**src/rtl/gray_fifo_ptr_ctrl.sv**
```systemverilog
// gray_fifo_ptr_ctrl
// Pointer controller for a single-clock FIFO. Binary read/write pointers are
// BW_ADDR+1 bits wide (one extra wrap bit). Each pointer is mirrored into a
// Gray-coded register that is loaded on the same edge, so the Gray values can
// later be handed across a clock boundary without extra latency. Full, empty
// and occupancy are computed from the next-state pointers and registered.
// BW_ADDR must be at least 2, because the full test inverts the two Gray MSBs.
module gray_fifo_ptr_ctrl #(
  parameter int BW_ADDR = 4
) (
  input  logic               i_clk,
  input  logic               i_rst,
  input  logic               i_wr_en,
  input  logic               i_rd_en,
  output logic [BW_ADDR-1:0] o_wr_addr,
  output logic [BW_ADDR-1:0] o_rd_addr,
  output logic               o_wr_accept,
  output logic               o_rd_accept,
  output logic [BW_ADDR:0]   o_wr_ptr_gray,
  output logic [BW_ADDR:0]   o_rd_ptr_gray,
  output logic               o_full,
  output logic               o_empty,
  output logic [BW_ADDR:0]   o_count,
  output logic               o_overflow,
  output logic               o_underflow
);

  localparam int PW = BW_ADDR + 1;

  logic [PW-1:0] wr_bin_q, wr_bin_d;
  logic [PW-1:0] rd_bin_q, rd_bin_d;
  logic [PW-1:0] wr_gray_q, wr_gray_d;
  logic [PW-1:0] rd_gray_q, rd_gray_d;
  logic [PW-1:0] count_q, count_d;
  logic          full_q, full_d;
  logic          empty_q, empty_d;
  logic          overflow_q, overflow_d;
  logic          underflow_q, underflow_d;
  logic          wr_accept;
  logic          rd_accept;

  // Acceptance uses only the registered flags, so a write into a full FIFO is
  // refused even if a read drains one entry in the same cycle (and vice versa).
  assign wr_accept = i_wr_en & ~full_q;
  assign rd_accept = i_rd_en & ~empty_q;

  // Binary next state: advance by one on accept, wrapping naturally mod 2**PW.
  always_comb begin
    wr_bin_d = wr_bin_q + {{BW_ADDR{1'b0}}, wr_accept};
    rd_bin_d = rd_bin_q + {{BW_ADDR{1'b0}}, rd_accept};
  end

  // Gray conversion of the next-state pointers: g[i] = b[i] ^ b[i+1], MSB passes.
  assign wr_gray_d[PW-1] = wr_bin_d[PW-1];
  assign rd_gray_d[PW-1] = rd_bin_d[PW-1];
  for (genvar gi = 0; gi < PW - 1; gi++) begin : g_gray
    assign wr_gray_d[gi] = wr_bin_d[gi] ^ wr_bin_d[gi+1];
    assign rd_gray_d[gi] = rd_bin_d[gi] ^ rd_bin_d[gi+1];
  end

  // Flag next state from the next-state pointers. In Gray code, a pointer that
  // is exactly one lap ahead differs in the top two bits only.
  always_comb begin
    empty_d     = (wr_gray_d == rd_gray_d);
    full_d      = (wr_gray_d == {~rd_gray_d[PW-1:PW-2], rd_gray_d[PW-3:0]});
    count_d     = wr_bin_d - rd_bin_d;
    overflow_d  = i_wr_en & full_q;
    underflow_d = i_rd_en & empty_q;
  end

  // State register; reset overrides any request presented in the same cycle.
  always_ff @(posedge i_clk) begin
    if (i_rst) begin
      wr_bin_q    <= '0;
      rd_bin_q    <= '0;
      wr_gray_q   <= '0;
      rd_gray_q   <= '0;
      count_q     <= '0;
      full_q      <= 1'b0;
      empty_q     <= 1'b1;
      overflow_q  <= 1'b0;
      underflow_q <= 1'b0;
    end else begin
      wr_bin_q    <= wr_bin_d;
      rd_bin_q    <= rd_bin_d;
      wr_gray_q   <= wr_gray_d;
      rd_gray_q   <= rd_gray_d;
      count_q     <= count_d;
      full_q      <= full_d;
      empty_q     <= empty_d;
      overflow_q  <= overflow_d;
      underflow_q <= underflow_d;
    end
  end

  assign o_wr_addr     = wr_bin_q[BW_ADDR-1:0];
  assign o_rd_addr     = rd_bin_q[BW_ADDR-1:0];
  assign o_wr_accept   = wr_accept;
  assign o_rd_accept   = rd_accept;
  assign o_wr_ptr_gray = wr_gray_q;
  assign o_rd_ptr_gray = rd_gray_q;
  assign o_full        = full_q;
  assign o_empty       = empty_q;
  assign o_count       = count_q;
  assign o_overflow    = overflow_q;
  assign o_underflow   = underflow_q;

endmodule

```
**config.mk**
```make
export PLATFORM = sky130hd
export DESIGN_NAME = gray_fifo_ptr_ctrl
export DESIGN_NICKNAME = d
export VERILOG_FILES = /design/src/rtl/gray_fifo_ptr_ctrl.sv
export SDC_FILE = /design/constraint.sdc
export NUM_CORES = 1
export LEC_CHECK = 0
export CAP_MARGIN = 25
export CORE_ASPECT_RATIO = 1.1
export CORE_UTILIZATION = 45
export CTS_BUF_LIST = sky130_fd_sc_hd__clkbuf_2
export DETAILED_ROUTE_END_ITERATION = 8
export GPL_TIMING_DRIVEN = 0
export PLACE_DENSITY = 0.86
export SLEW_MARGIN = 20
export SYNTH_ARGS = -nofsm -noshare
export SYNTH_HDL_FRONTEND = slang
export SYNTH_SLANG_ARGS = --single-unit
```
**constraint.sdc**
```tcl
create_clock -name i_clk -period 5 [get_ports i_clk]
set_clock_uncertainty 0.2 [all_clocks]
set_input_delay 1 -clock i_clk [delete_from_list [all_inputs] [get_ports i_clk]]
set_output_delay 1 -clock i_clk [all_outputs]
set_load 0.02 [all_outputs]
```
* Word level (Yosys, flattened, before mapping)
Index checks and enable logic that the tools add are counted.
** Operators by class
- Bitwise operators :: 15
- Equal/unequal tests :: 2
- Add/sub/neg operators :: 3
** Operator list (number)
- 5-bit by 1-bit adder with 5-bit output :: 2
- 5-bit == test :: 2
- 1-bit XOR :: 8
- 5-bit subtractor :: 1
- 1-bit bitwise AND :: 4
- 1-bit NOT :: 2
- 2-bit NOT :: 1
** Word-level totals
- Logic and storage cells :: 29
- Bits in registers :: 29
- Bits of input ports :: 4
- Output and inout port bits :: 29

* Depth between registers and ports, before layout
- Depth after elaboration :: 6
- Mapped depth :: 10
- Mapped depth without buffers :: 10

* Worst setup path before layout
OpenSTA, ideal clock, no wires.
- Path kind :: input-to-reg
- From :: in i_wr_en
- To :: reg count_q[4], in the netlist o_count[4]
- Stages :: 10
- Library setup time :: 0.127 ns
- Required time :: 4.673 ns
- Slack :: 1.680 ns
- Arrival :: 2.993 ns
- Buffers on the path :: 0
- Cell sequence :: nor2b_1 > ha_1 > ha_1 > inv_1 > fa_1 > inv_1 > a21oi_1 > maj3_2 > xor2_1 > nor2_1
** Between the ends
- Longest elaborated chain between the ends :: 3
** RTL lines
- start, declared :: RTL line 13 : input logic i_wr_en,
- 1-bit bitwise AND :: RTL line 44 : assign wr_accept = i_wr_en & ~full_q;
- 5-bit by 1-bit adder with 5-bit output :: RTL line 49 : wr_bin_d = wr_bin_q + {{BW_ADDR{1'b0}}, wr_accept};
- via wr_bin_d[1] :: RTL line 30 : logic [PW-1:0] wr_bin_q, wr_bin_d;
- 5-bit subtractor :: RTL line 66 : count_d = wr_bin_d - rd_bin_d;
- end signal, assigned :: RTL line 88 : count_q <= count_d;
- end, declared :: RTL line 34 : logic [PW-1:0] count_q, count_d;
The timed path passes the listed nets, and every way through them passes these cells.
A chain may end at the register's enable or synchronous reset.

* Final worst setup path
- From :: in i_rd_en
- To :: out o_rd_accept
** Between the ends
- Longest elaborated chain between the ends :: 1
** RTL lines
- start, declared :: RTL line 14 : input logic i_rd_en,
- 1-bit bitwise AND :: RTL line 45 : assign rd_accept = i_rd_en & ~empty_q;
- end, declared :: RTL line 18 : output logic o_rd_accept,
Every way passes these cells.

==> impl_metrics.env <==
export IMPL_path_buf_inv=2
export IMPL_p_leak_nw=0.593
export IMPL_r2r_setup_slack_ns=2.38
export IMPL_cts_resized=0
export IMPL_reg2regPathDepth=10
export IMPL_path_clk_slew_ns=0.21
export IMPL_fin_nets=155
export IMPL_drc_errors=0
export IMPL_post_drt_via_cell_ratio=4.59
export IMPL_drt_total_wl_um=2070
export IMPL_met3_usage_pct=3.67
export IMPL_slowest_stage="clkdlybuf4s50_1"
export IMPL_coreArea_mm2=0.00230
export IMPL_crit_family="buffers and inverters"
export IMPL_cpPeakStageDelay_ns=0.64
export IMPL_crit_path_frequent_cell="clkdlybuf4s50_1"
export IMPL_drt_first_iter_violations=11
export IMPL_place_hpwl_um=1560
export IMPL_die_h_um=54.1
export IMPL_synth_distinct_cells=18
export IMPL_cp_required_ns=3.80
export IMPL_synthesis_area_mm2=0.00111
export IMPL_placement_rows=18
export IMPL_start_util_pct=48.3
export IMPL_clock_latency_ns=0.34
export IMPL_drv_cap=0
export IMPL_p_total_uw=473
export IMPL_ys_seq_elements=27
export IMPL_layout_common_cells="31 x clkdlybuf4s50_1, 27 x dfxtp_1, 23 x nor2_1"
export IMPL_min_to="o_overflow"
export IMPL_fin_crit_ns=3.51
export IMPL_syn_to_final_growth_pct=33.1
export IMPL_fmax_mhz=285
export IMPL_cp_start_kind="input port"
export IMPL_syn_num_nets=119
export IMPL_cts_hold_buf=0
export IMPL_die_area_mm2=0.00267
export IMPL_vdd_drop_max_uv=246
export IMPL_detail_route_antenna_nets=0
export IMPL_grt_setup_unrepaired="no"
export IMPL_period_share_pct=70.3
export IMPL_port_buffers=31
export IMPL_finalSetupViolations=0
export IMPL_worstPathMaxFanout=2
export IMPL_critical_path_cell_chain="clkdlybuf4s50_1 > nor2b_1 > clkdlybuf4s50_1"
export IMPL_top_usage_layer="met2"
export IMPL_num_antenna_cells=0
export IMPL_final_hold_viol_count=0
export IMPL_hold_depth=2
export IMPL_grt_overflow_total=0
export IMPL_p_per_area_mw_per_mm2=320
export IMPL_grt_pass1_wl_um=3570
export IMPL_cts_tree="built"
export IMPL_yosysWarnings=0
export IMPL_grt_max_degree=15
export IMPL_syn_inst=107
export IMPL_crit_arrival_ns=2.31
export IMPL_yosysSeqAreaShare_pct=48.7
export IMPL_gp_congestion=0.850
export IMPL_io_pins=33
export IMPL_cts_setup_buffers=0
export IMPL_critPathKind="input port to output pin"
export IMPL_use_met1_pct=20.9
export IMPL_grt_util_all_layers_pct=18.3
export IMPL_cts_made_buffers=3
export IMPL_wire_per_inst_um=12.0
export IMPL_tightest_slew_ns=0.451
export IMPL_clockBufferDepth=2
export IMPL_tns_ns=0
export IMPL_hold_class="register to register"
export IMPL_die_w_um=49.4
export IMPL_drt_first_pass_iters=4
export IMPL_clkSinkCount=27
export IMPL_fillers=206
export IMPL_layout_commonest_cell="clkdlybuf4s50_1"
export IMPL_grt_pass1_vias=808
export IMPL_relSlewSlack_pct=69.9
export IMPL_use_met2_pct=33.3
export IMPL_htree_levels=1
export IMPL_worstHoldStart="o_full"
export IMPL_critical_path_endpoint_type="output pin"
export IMPL_status="finished clean"
export IMPL_dr_total_vias=789
export IMPL_maxSlewViolCount=0
export IMPL_drive_gt1_share_pct=7.75
export IMPL_r2r_start="o_full"
export IMPL_timing_rr_end="o_count[4]"
export IMPL_clock_tree_root_cell="clkbuf_2"
export IMPL_synth_area_per_cell_um2=10.4
export IMPL_antenna_found_initial=0
cell type report:
class	count	area (µm²)	area share (%)
inverter	5	18.8	1.27
clock buffer	4	20.0	1.35
buffer	3	11.3	0.762
timing repair buffer	31	310	21.0
multi-input combinational	72	539	36.5
sequential	27	541	36.6
tap	30	37.5	2.54
logic make-up (layout without fill, tap and decap cells):
group | Yosys count | after routing | share of synthesized area (%)
AO/OA/AOI/OAI | 4 | 4 | 2.37
XOR/XNOR | 23 | 23 | 20.9
adder cells (fa/ha/maj) | 9 | 9 | 10.7
buffers and inverters | 8 | 43 | 2.71
flip-flops | 27 | 27 | 48.7
AND/OR/NAND/NOR | 36 | 36 | 14.7
how the worst max path moves through the flow:
stage / from / to / slack (ns) / cells after the start
after floorplan: i_wr_en / o_count[4] / 1.68 / 10
after global placement: i_wr_en / o_count[4] / 1.26 / 11
after detailed placement: i_wr_en / o_count[4] / 1.23 / 11
after CTS: i_rd_en / o_rd_accept / 1.47 / 3
after global routing: i_wr_en / o_wr_accept / 1.38 / 3
final: i_rd_en / o_rd_accept / 1.49 / 3
routing by layer:
| layer | share of wire [%] | vias to the layer above |
|---|---|---|
| li1 | - | 402 |
| met1 | 45 | 361 |
| met2 | 50 | 21 |
| met3 | 3.8 | 5 |
| met4 | 1.7 | 0 |
| met5 | 0 | - |
cell usage after synthesis:
| cell | instances | share of area [%] |
|---|---|---|
| dfxtp_1 | 27 | 49 |
| nor2_1 | 23 | 7.8 |
| xnor2_1 | 11 | 8.7 |
| xor2_1 | 8 | 6.3 |
| ha_1 | 7 | 7.9 |
| inv_1 | 5 | 1.7 |
| nand3_1 | 4 | 1.8 |
| nor2b_1 | 4 | 2.3 |
| clkbuf_1 | 3 | 1.0 |
| nand2_1 | 3 | 1.0 |
| xor2_2 | 3 | 4.4 |
| a21oi_1 | 2 | 0.90 |
| nor3_2 | 2 | 1.8 |
| a21o_1 | 1 | 0.68 |
| a31o_1 | 1 | 0.79 |
| fa_1 | 1 | 1.8 |
| maj3_2 | 1 | 1.0 |
| xnor2_2 | 1 | 1.5 |
report_power, final:
part	switching (mW)	internal, mW
sequential	0.00741	0.235
clock	0.0579	0.0211
combinational	0.0789	0.0725
metrics by stage:
stage                     util [%]  std cells  cell area (µm²)  hold slack, ns  setup WS, ns
after global placement        63.5        168             1460           0.234          1.26
final                         64.3        172             1480           0.257          1.49
after CTS                     64.3        172             1480           0.262          1.47
after global routing          64.3        172             1480           0.284          1.38
after floorplan                  -        107             1110           0.318          1.68
after detailed placement      63.5        168             1460           0.236          1.23
registers in the layout, summed over array words and instances (netlist names):
register,cells
o_count,5
o_underflow,1
o_rd_ptr_gray,4
o_overflow,1
rd_bin_q,5
o_full,1
o_empty,1
wr_bin_q,5
o_wr_ptr_gray,4
worst register-to-register path, stage by stage (launching register included):
cell and delay, ns:
dfxtp_1 0.39, nor2b_1 0.07, ha_1 0.20, ha_1 0.42, inv_1 0.11, fa_1 0.47
inv_1 0.07, a21oi_1 0.07, maj3_2 0.33, xor2_1 0.16, nor2_1 0.09
No activity file was read; power rests on OpenSTA's default activity.
